File: src/rtl/pu_slave_spi.sv
// SPI slave processing unit: double-buffered rx/tx word buffers between an
// external SPI master (mode 0, MSB first) and the PU data bus.
module pu_slave_spi #(
    parameter int DATA_WIDTH     = 32,
    parameter int ATTR_WIDTH     = 4,
    parameter int SPI_DATA_WIDTH = 8,
    parameter int BUF_SIZE       = 8
) (
    input  logic                  clk,
    input  logic                  rst,
    input  logic                  signal_wr,
    input  logic [DATA_WIDTH-1:0] data_in,
    input  logic                  signal_oe,
    input  logic                  signal_cycle,
    output logic [DATA_WIDTH-1:0] data_out,
    output logic [ATTR_WIDTH-1:0] attr_out,
    input  logic                  cs,
    input  logic                  sclk,
    input  logic                  mosi,
    output logic                  miso,
    output logic                  flag_overflow
);

    localparam int AW     = $clog2(BUF_SIZE);
    localparam int CW     = AW + 1;
    localparam int FRAMES = DATA_WIDTH / SPI_DATA_WIDTH;
    localparam int SBW    = $clog2(SPI_DATA_WIDTH + 1);
    localparam int FBW    = $clog2(FRAMES + 1);

    typedef enum logic [1:0] {IDLE, LOAD, SHIFT, COMMIT} state_t;

    state_t                state_q, state_d;
    logic [2:0]            cs_sr_q, cs_sr_d;
    logic [2:0]            sclk_sr_q, sclk_sr_d;
    logic [1:0]            mosi_sr_q, mosi_sr_d;
    logic [SBW-1:0]        bit_q, bit_d;
    logic [FBW-1:0]        frm_q, frm_d;
    logic [DATA_WIDTH-1:0] rx_shift_q, rx_shift_d;
    logic [DATA_WIDTH-1:0] tx_shift_q, tx_shift_d;
    logic [CW-1:0]         rx_cnt_q, rx_cnt_d;
    logic [CW-1:0]         tx_rd_q, tx_rd_d;
    logic [CW-1:0]         wr_ptr_q, wr_ptr_d;
    logic [CW-1:0]         tx_cnt_q, tx_cnt_d;
    logic [CW-1:0]         commit_cnt_q, commit_cnt_d;
    logic [CW-1:0]         rd_ptr_q, rd_ptr_d;
    logic [CW-1:0]         rd_cnt_q, rd_cnt_d;
    logic                  rx_bank_q, rx_bank_d;
    logic                  tx_bank_q, tx_bank_d;
    logic                  swap_pend_q, swap_pend_d;
    logic                  ovf_q, ovf_d;
    logic                  commit_ovf_q, commit_ovf_d;
    logic                  rd_ovf_q, rd_ovf_d;

    logic [DATA_WIDTH-1:0] rx_mem_q [2][BUF_SIZE];
    logic [DATA_WIDTH-1:0] tx_mem_q [2][BUF_SIZE];

    logic                  cs_fall, cs_rise, sclk_rise, sclk_fall;
    logic                  swap_now, rx_we, tx_we;
    logic [DATA_WIDTH-1:0] rx_wdata, tx_word;

    assign cs_fall   = cs_sr_q[2] & ~cs_sr_q[1];
    assign cs_rise   = ~cs_sr_q[2] & cs_sr_q[1];
    assign sclk_rise = ~sclk_sr_q[2] & sclk_sr_q[1];
    assign sclk_fall = sclk_sr_q[2] & ~sclk_sr_q[1];
    assign rx_wdata  = {rx_shift_q[DATA_WIDTH-2:0], mosi_sr_q[1]};
    assign tx_word   = (tx_rd_q < tx_cnt_q) ?
                       tx_mem_q[~tx_bank_q][tx_rd_q[AW-1:0]] : '0;
    assign swap_now  = (state_q == IDLE) && (signal_cycle || swap_pend_q);
    assign tx_we     = signal_wr && (wr_ptr_q < CW'(BUF_SIZE));
    assign miso          = tx_shift_q[DATA_WIDTH-1];
    assign flag_overflow = ovf_q;

    always_comb begin
        state_d      = state_q;
        cs_sr_d      = {cs_sr_q[1:0], cs};
        sclk_sr_d    = {sclk_sr_q[1:0], sclk};
        mosi_sr_d    = {mosi_sr_q[0], mosi};
        bit_d        = bit_q;
        frm_d        = frm_q;
        rx_shift_d   = rx_shift_q;
        tx_shift_d   = tx_shift_q;
        rx_cnt_d     = rx_cnt_q;
        tx_rd_d      = tx_rd_q;
        ovf_d        = ovf_q;
        commit_cnt_d = commit_cnt_q;
        commit_ovf_d = commit_ovf_q;
        rx_we        = 1'b0;
        unique case (state_q)
            IDLE: begin
                if (cs_fall) begin
                    state_d = LOAD;
                    ovf_d   = 1'b0;
                end
            end
            LOAD: begin
                tx_shift_d = tx_word;
                rx_cnt_d   = '0;
                bit_d      = '0;
                frm_d      = '0;
                state_d    = SHIFT;
            end
            SHIFT: begin
                if (sclk_rise) begin
                    rx_shift_d = rx_wdata;
                    if (bit_q == SBW'(SPI_DATA_WIDTH - 1)) begin
                        bit_d = '0;
                        if (frm_q == FBW'(FRAMES - 1)) begin
                            frm_d = '0;
                            if (tx_rd_q < CW'(BUF_SIZE))
                                tx_rd_d = tx_rd_q + 1'b1;
                            if (rx_cnt_q < CW'(BUF_SIZE)) begin
                                rx_we    = 1'b1;
                                rx_cnt_d = rx_cnt_q + 1'b1;
                            end else begin
                                ovf_d = 1'b1;
                            end
                        end else begin
                            frm_d = frm_q + 1'b1;
                        end
                    end else begin
                        bit_d = bit_q + 1'b1;
                    end
                end
                // Counters at zero on a falling edge mean a word just ended.
                if (sclk_fall) begin
                    if (bit_q == '0 && frm_q == '0)
                        tx_shift_d = tx_word;
                    else
                        tx_shift_d = {tx_shift_q[DATA_WIDTH-2:0], 1'b0};
                end
                if (cs_rise)
                    state_d = COMMIT;
            end
            COMMIT: begin
                commit_cnt_d = rx_cnt_q;
                commit_ovf_d = ovf_q;
                tx_shift_d   = '0;
                tx_rd_d      = '0;
                state_d      = IDLE;
            end
            default: state_d = IDLE;
        endcase
    end

    always_comb begin
        swap_pend_d = swap_pend_q;
        rx_bank_d   = rx_bank_q;
        tx_bank_d   = tx_bank_q;
        tx_cnt_d    = tx_cnt_q;
        rd_cnt_d    = rd_cnt_q;
        rd_ovf_d    = rd_ovf_q;
        wr_ptr_d    = tx_we ? wr_ptr_q + 1'b1 : wr_ptr_q;
        rd_ptr_d    = rd_ptr_q;
        if (signal_oe && rd_ptr_q < rd_cnt_q)
            rd_ptr_d = rd_ptr_q + 1'b1;
        if (swap_now) begin
            swap_pend_d = 1'b0;
            rx_bank_d   = ~rx_bank_q;
            tx_bank_d   = ~tx_bank_q;
            tx_cnt_d    = wr_ptr_d;
            wr_ptr_d    = '0;
            rd_ptr_d    = '0;
            rd_cnt_d    = commit_cnt_q;
            rd_ovf_d    = commit_ovf_q;
        end else if (signal_cycle) begin
            swap_pend_d = 1'b1;
        end
    end

    always_comb begin
        data_out = '0;
        attr_out = '0;
        if (signal_oe) begin
            attr_out[1] = rd_ovf_q;
            if (rd_ptr_q < rd_cnt_q)
                data_out = rx_mem_q[~rx_bank_q][rd_ptr_q[AW-1:0]];
            else
                attr_out[0] = 1'b1;
        end
    end

    always_ff @(posedge clk) begin
        if (rx_we)
            rx_mem_q[rx_bank_q][rx_cnt_q[AW-1:0]] <= rx_wdata;
        if (tx_we)
            tx_mem_q[tx_bank_q][wr_ptr_q[AW-1:0]] <= data_in;
    end

    always_ff @(posedge clk or posedge rst) begin
        if (rst) begin
            state_q      <= IDLE;
            cs_sr_q      <= '0;
            sclk_sr_q    <= '0;
            mosi_sr_q    <= '0;
            bit_q        <= '0;
            frm_q        <= '0;
            rx_shift_q   <= '0;
            tx_shift_q   <= '0;
            rx_cnt_q     <= '0;
            tx_rd_q      <= '0;
            wr_ptr_q     <= '0;
            tx_cnt_q     <= '0;
            commit_cnt_q <= '0;
            rd_ptr_q     <= '0;
            rd_cnt_q     <= '0;
            rx_bank_q    <= 1'b0;
            tx_bank_q    <= 1'b0;
            swap_pend_q  <= 1'b0;
            ovf_q        <= 1'b0;
            commit_ovf_q <= 1'b0;
            rd_ovf_q     <= 1'b0;
        end else begin
            state_q      <= state_d;
            cs_sr_q      <= cs_sr_d;
            sclk_sr_q    <= sclk_sr_d;
            mosi_sr_q    <= mosi_sr_d;
            bit_q        <= bit_d;
            frm_q        <= frm_d;
            rx_shift_q   <= rx_shift_d;
            tx_shift_q   <= tx_shift_d;
            rx_cnt_q     <= rx_cnt_d;
            tx_rd_q      <= swap_now ? '0 : tx_rd_d;
            wr_ptr_q     <= wr_ptr_d;
            tx_cnt_q     <= tx_cnt_d;
            commit_cnt_q <= swap_now ? '0 : commit_cnt_d;
            rd_ptr_q     <= rd_ptr_d;
            rd_cnt_q     <= rd_cnt_d;
            rx_bank_q    <= rx_bank_d;
            tx_bank_q    <= tx_bank_d;
            swap_pend_q  <= swap_pend_d;
            ovf_q        <= ovf_d;
            commit_ovf_q <= swap_now ? 1'b0 : commit_ovf_d;
            rd_ovf_q     <= rd_ovf_d;
        end
    end

endmodule
File: config.mk
export PLATFORM = sky130hd
export DESIGN_NAME = pu_slave_spi
export DESIGN_NICKNAME = d
export VERILOG_FILES = /design/src/rtl/pu_slave_spi.sv
export SDC_FILE = /design/constraint.sdc
export NUM_CORES = 1
export LEC_CHECK = 0
export BUFFER_PORTS_ARGS = -buffer_cell sky130_fd_sc_hd__buf_2
export CELL_PAD_IN_SITES_DETAIL_PLACEMENT = 1
export CELL_PAD_IN_SITES_GLOBAL_PLACEMENT = 1
export CORE_MARGIN = 1.5
export CORE_UTILIZATION = 48
export CTS_CLUSTER_SIZE = 10
export DETAILED_ROUTE_END_ITERATION = 12
export GPL_ROUTABILITY_DRIVEN = 0
export MAX_ROUTING_LAYER = met4
export PLACE_DENSITY_LB_ADDON = 0.05
export SLEW_MARGIN = 20
export SYNTH_ARGS = -nofsm -noshare
export SYNTH_HDL_FRONTEND = slang
export SYNTH_SLANG_ARGS = --single-unit
File: constraint.sdc
create_clock -name clk -period 6 [get_ports clk]
set_clock_uncertainty 0.1 [all_clocks]
set_input_delay 1.2 -clock clk [delete_from_list [all_inputs] [get_ports clk]]
set_output_delay 1.2 -clock clk [all_outputs]
set_load 0.005 [all_outputs]
==> run metrics <==
status=completed; drt via density=5.84; gr busiest metal=met2; grt met3 use=3.70%; Pwr Density=413 nW/um^2; Setup CP Type=flop to output port; PostCTS Resize Cnt=0; Tcrit/Tclk final=83.0%; CTS H-tree lvls=4; critical path peak fanout=44; Initial Utilization=48.6%; fin crit period=4980 ps; Slew Viols, Final=0; Hold Path End=cs_sr_q[1]$_DFF_PP0_; Placed Instances=3,366; critical path endpoint category=output port; Filler cells=7,817; DRC=0; register area=33,600 sq um; vias in the first global route=23,300; synthesized instance count=2,163; Core Box Area=90,300 sq um; TritonCTS clock tree=done; Reg2Reg Launch Point=state_q[0]$_DFFE_PP0P_; IO Count=78; final antenna-violating net count=0; Area growth, synth to finish=13.7%; RSZ-0062 raised after global routing=false; CTS Root Cell=clkbuf_16; post-DR wirelength/cell=28.7 um; post-layout total power=20.6 mW; Async S/R FF share, synth=10.0%; worst hold path depth=0; chip width=305 um; critical hold path startpoint=cs_sr_q[0]$_DFF_PP0_; Hold Slack=256 ps; TritonCTS Buffers=134; Yosys cell types=49; maximum vdd drop=0.294 mV; Post-synth EDFFs=1,024; Post-Place Setup Slack=1640 ps; met2 Usage GRT=39.5%; GRT Util Overall=23.6%; clock latency on the worst-skew pair=730 ps; RR Endpoint=rx_mem_q[1][70]$_DFFE_PP_; Worst slew margin=25.6%; Post-CTS Hold Buffers=0; First DRT Iteration DRCs=1,503; Hold Path Class=flop to flop; Hold Violations, Final=0; Worst EP arrival=3680 ps; DRT Pass-1 Iters=6; largest net degree at the start of global routing=101; area of the multi-input gates=9820 sq um; DPL Wire Length=56.5 mm; fmax=201 MHz; met1 GRT Util=30.3%; clock-pin slew on the worst setup and hold paths=60 ps; final worst slack=1020 ps; commonest cells after routing, fill and taps aside=edfxtp_1 (1,024), mux4_2 (242), nand2_1 (170), clkbuf_16 (138), dfrtp_1 (108); Avg Cell Area, Syn=20.3 sq um; Synth warnings=0; startpoint types=flop; share of post-route cells with drive strength above 1=24.2%; Final TNS setup=0 ps; final cell count without fillers=3,604; Final Net Count=2,385; worst reg-to-reg setup slack=2040 ps; initial antenna violation count=4; sequential element share of the synthesized area=76.6%; LEAKAGE=16.4 nW; via count=21,000; Port Buffer Count=75; die area=93,200 sq um; worst slew pin tran=1110 ps; row count=110; Routed Wire Length=103 mm; worst-case reg-to-reg path depth=8; most common flop cell mapped by yosys=edfxtp_1; Die Y=305 um; global-route wire length before repair=155 mm; commonest non-fill, non-tap cell in the layout=edfxtp_1; CP required=4700 ps; MaxCap Viol Count=0; clock buffer depth=3; synthesized area=43,800 sq um; Post-CTS Setup Inserts=0; final setup vio count=0; Yosys reg bits=1,138; clock sink count=1,138; global route overflow=0
## state kept, by name, indices dropped and copies added, names as in the netlist, 31 cells and up
name        flops
tx_shift_q     32
tx_mem_q      512
rx_shift_q     31
rx_mem_q      512
## cell usage after synthesis (3+ instances only)
cell	n	area [sq um]
nor4_1	3	18.8
buf_6	13	146
mux2i_1	102	1020
mux4_2	242	5450
o21ai_0	22	110
edfxtp_1	1024	30700
buf_1	3	11.3
a22oi_1	17	128
xnor2_1	4	35.0
nand4_1	16	100
xor2_1	4	35.0
inv_1	18	67.6
nor3_1	12	60.1
or3_1	3	18.8
clkbuf_1	70	263
nand2_1	170	638
a21oi_1	38	190
nand3_1	7	35.0
nand3b_1	8	60.1
buf_2	27	135
nand2b_1	25	156
o22ai_1	31	194
a221o_1	31	310
nor2b_1	39	244
a211oi_1	17	128
dfrtp_1	114	2850
buf_4	8	60.1
nor2_1	49	184
ha_1	18	225
## logic make-up after synthesis
family	count (synthesis)	synth area share, %
AOI/OAI and AO/OA	172	2.70
DFF	1138	76.6
buffers and inverters	139	1.56
xor gates and xnor gates	8	0.160
muxes	345	14.8
and+or+nand+nor	342	3.62
other	1	0.00855
adders and majority gates	18	0.514
## metal layers
layer,vias up,share of wire (%)
met1,11300,43
met3,152,4.0
li1,9112,-
met5,-,0
met4,0,2.0
met2,448,51
## how the worst max path moves through the flow
stage	start	to	slack [ps]	cells after the start
after floorplan	signal_wr	tx_mem_q[0][224]$_DFFE_PP_	1250	4
after global placement	rx_bank_q$_DFFE_PP0P_	data_out[7]	1690	5
after detailed placement	rx_bank_q$_DFFE_PP0P_	data_out[7]	1640	5
after CTS	rx_bank_q$_DFFE_PP0P_	data_out[7]	860	5
after global routing	rx_bank_q$_DFFE_PP0P_	data_out[10]	720	5
final	rx_bank_q$_DFFE_PP0P_	data_out[11]	1020	5
## critical path: stages (launching register included)
cell and delay, ps:
dfrtp_4 1040, buf_4 550, mux4_2 570, mux4_2 460
nor2b_1 130, buf_2 140
## layout make-up
class,instances,share of cell area (%)
flip-flops and latches,1138,67.4
diodes,3,0.0151
clock buffers,220,7.58
clock inverters,14,0.233
inverters,18,0.146
repair buffers,148,1.97
well taps,1176,2.95
multi-input cells,887,19.7
## power by group
part	internal (mW)	total [mW]	switching [mW]	leakage, nW
Sequential	9.18	9.63	0.453	10.7
Clock	4.29	7.36	3.07	1.87
Combinational	1.57	3.59	2.01	3.73
## per-stage QoR
| stage | area, sq um | util, % |
|---|---|---|
| 2_1_floorplan | 43800 | - |
| 3_3_place_gp | 45900 | 50.9 |
| 3_5_place_dp | 45900 | 50.9 |
| 4_1_cts | 49800 | 55.2 |
| 5_1_grt | 49900 | 55.2 |
| 6_report | 49900 | 55.2 |
(Power assumes the default switching activity.)
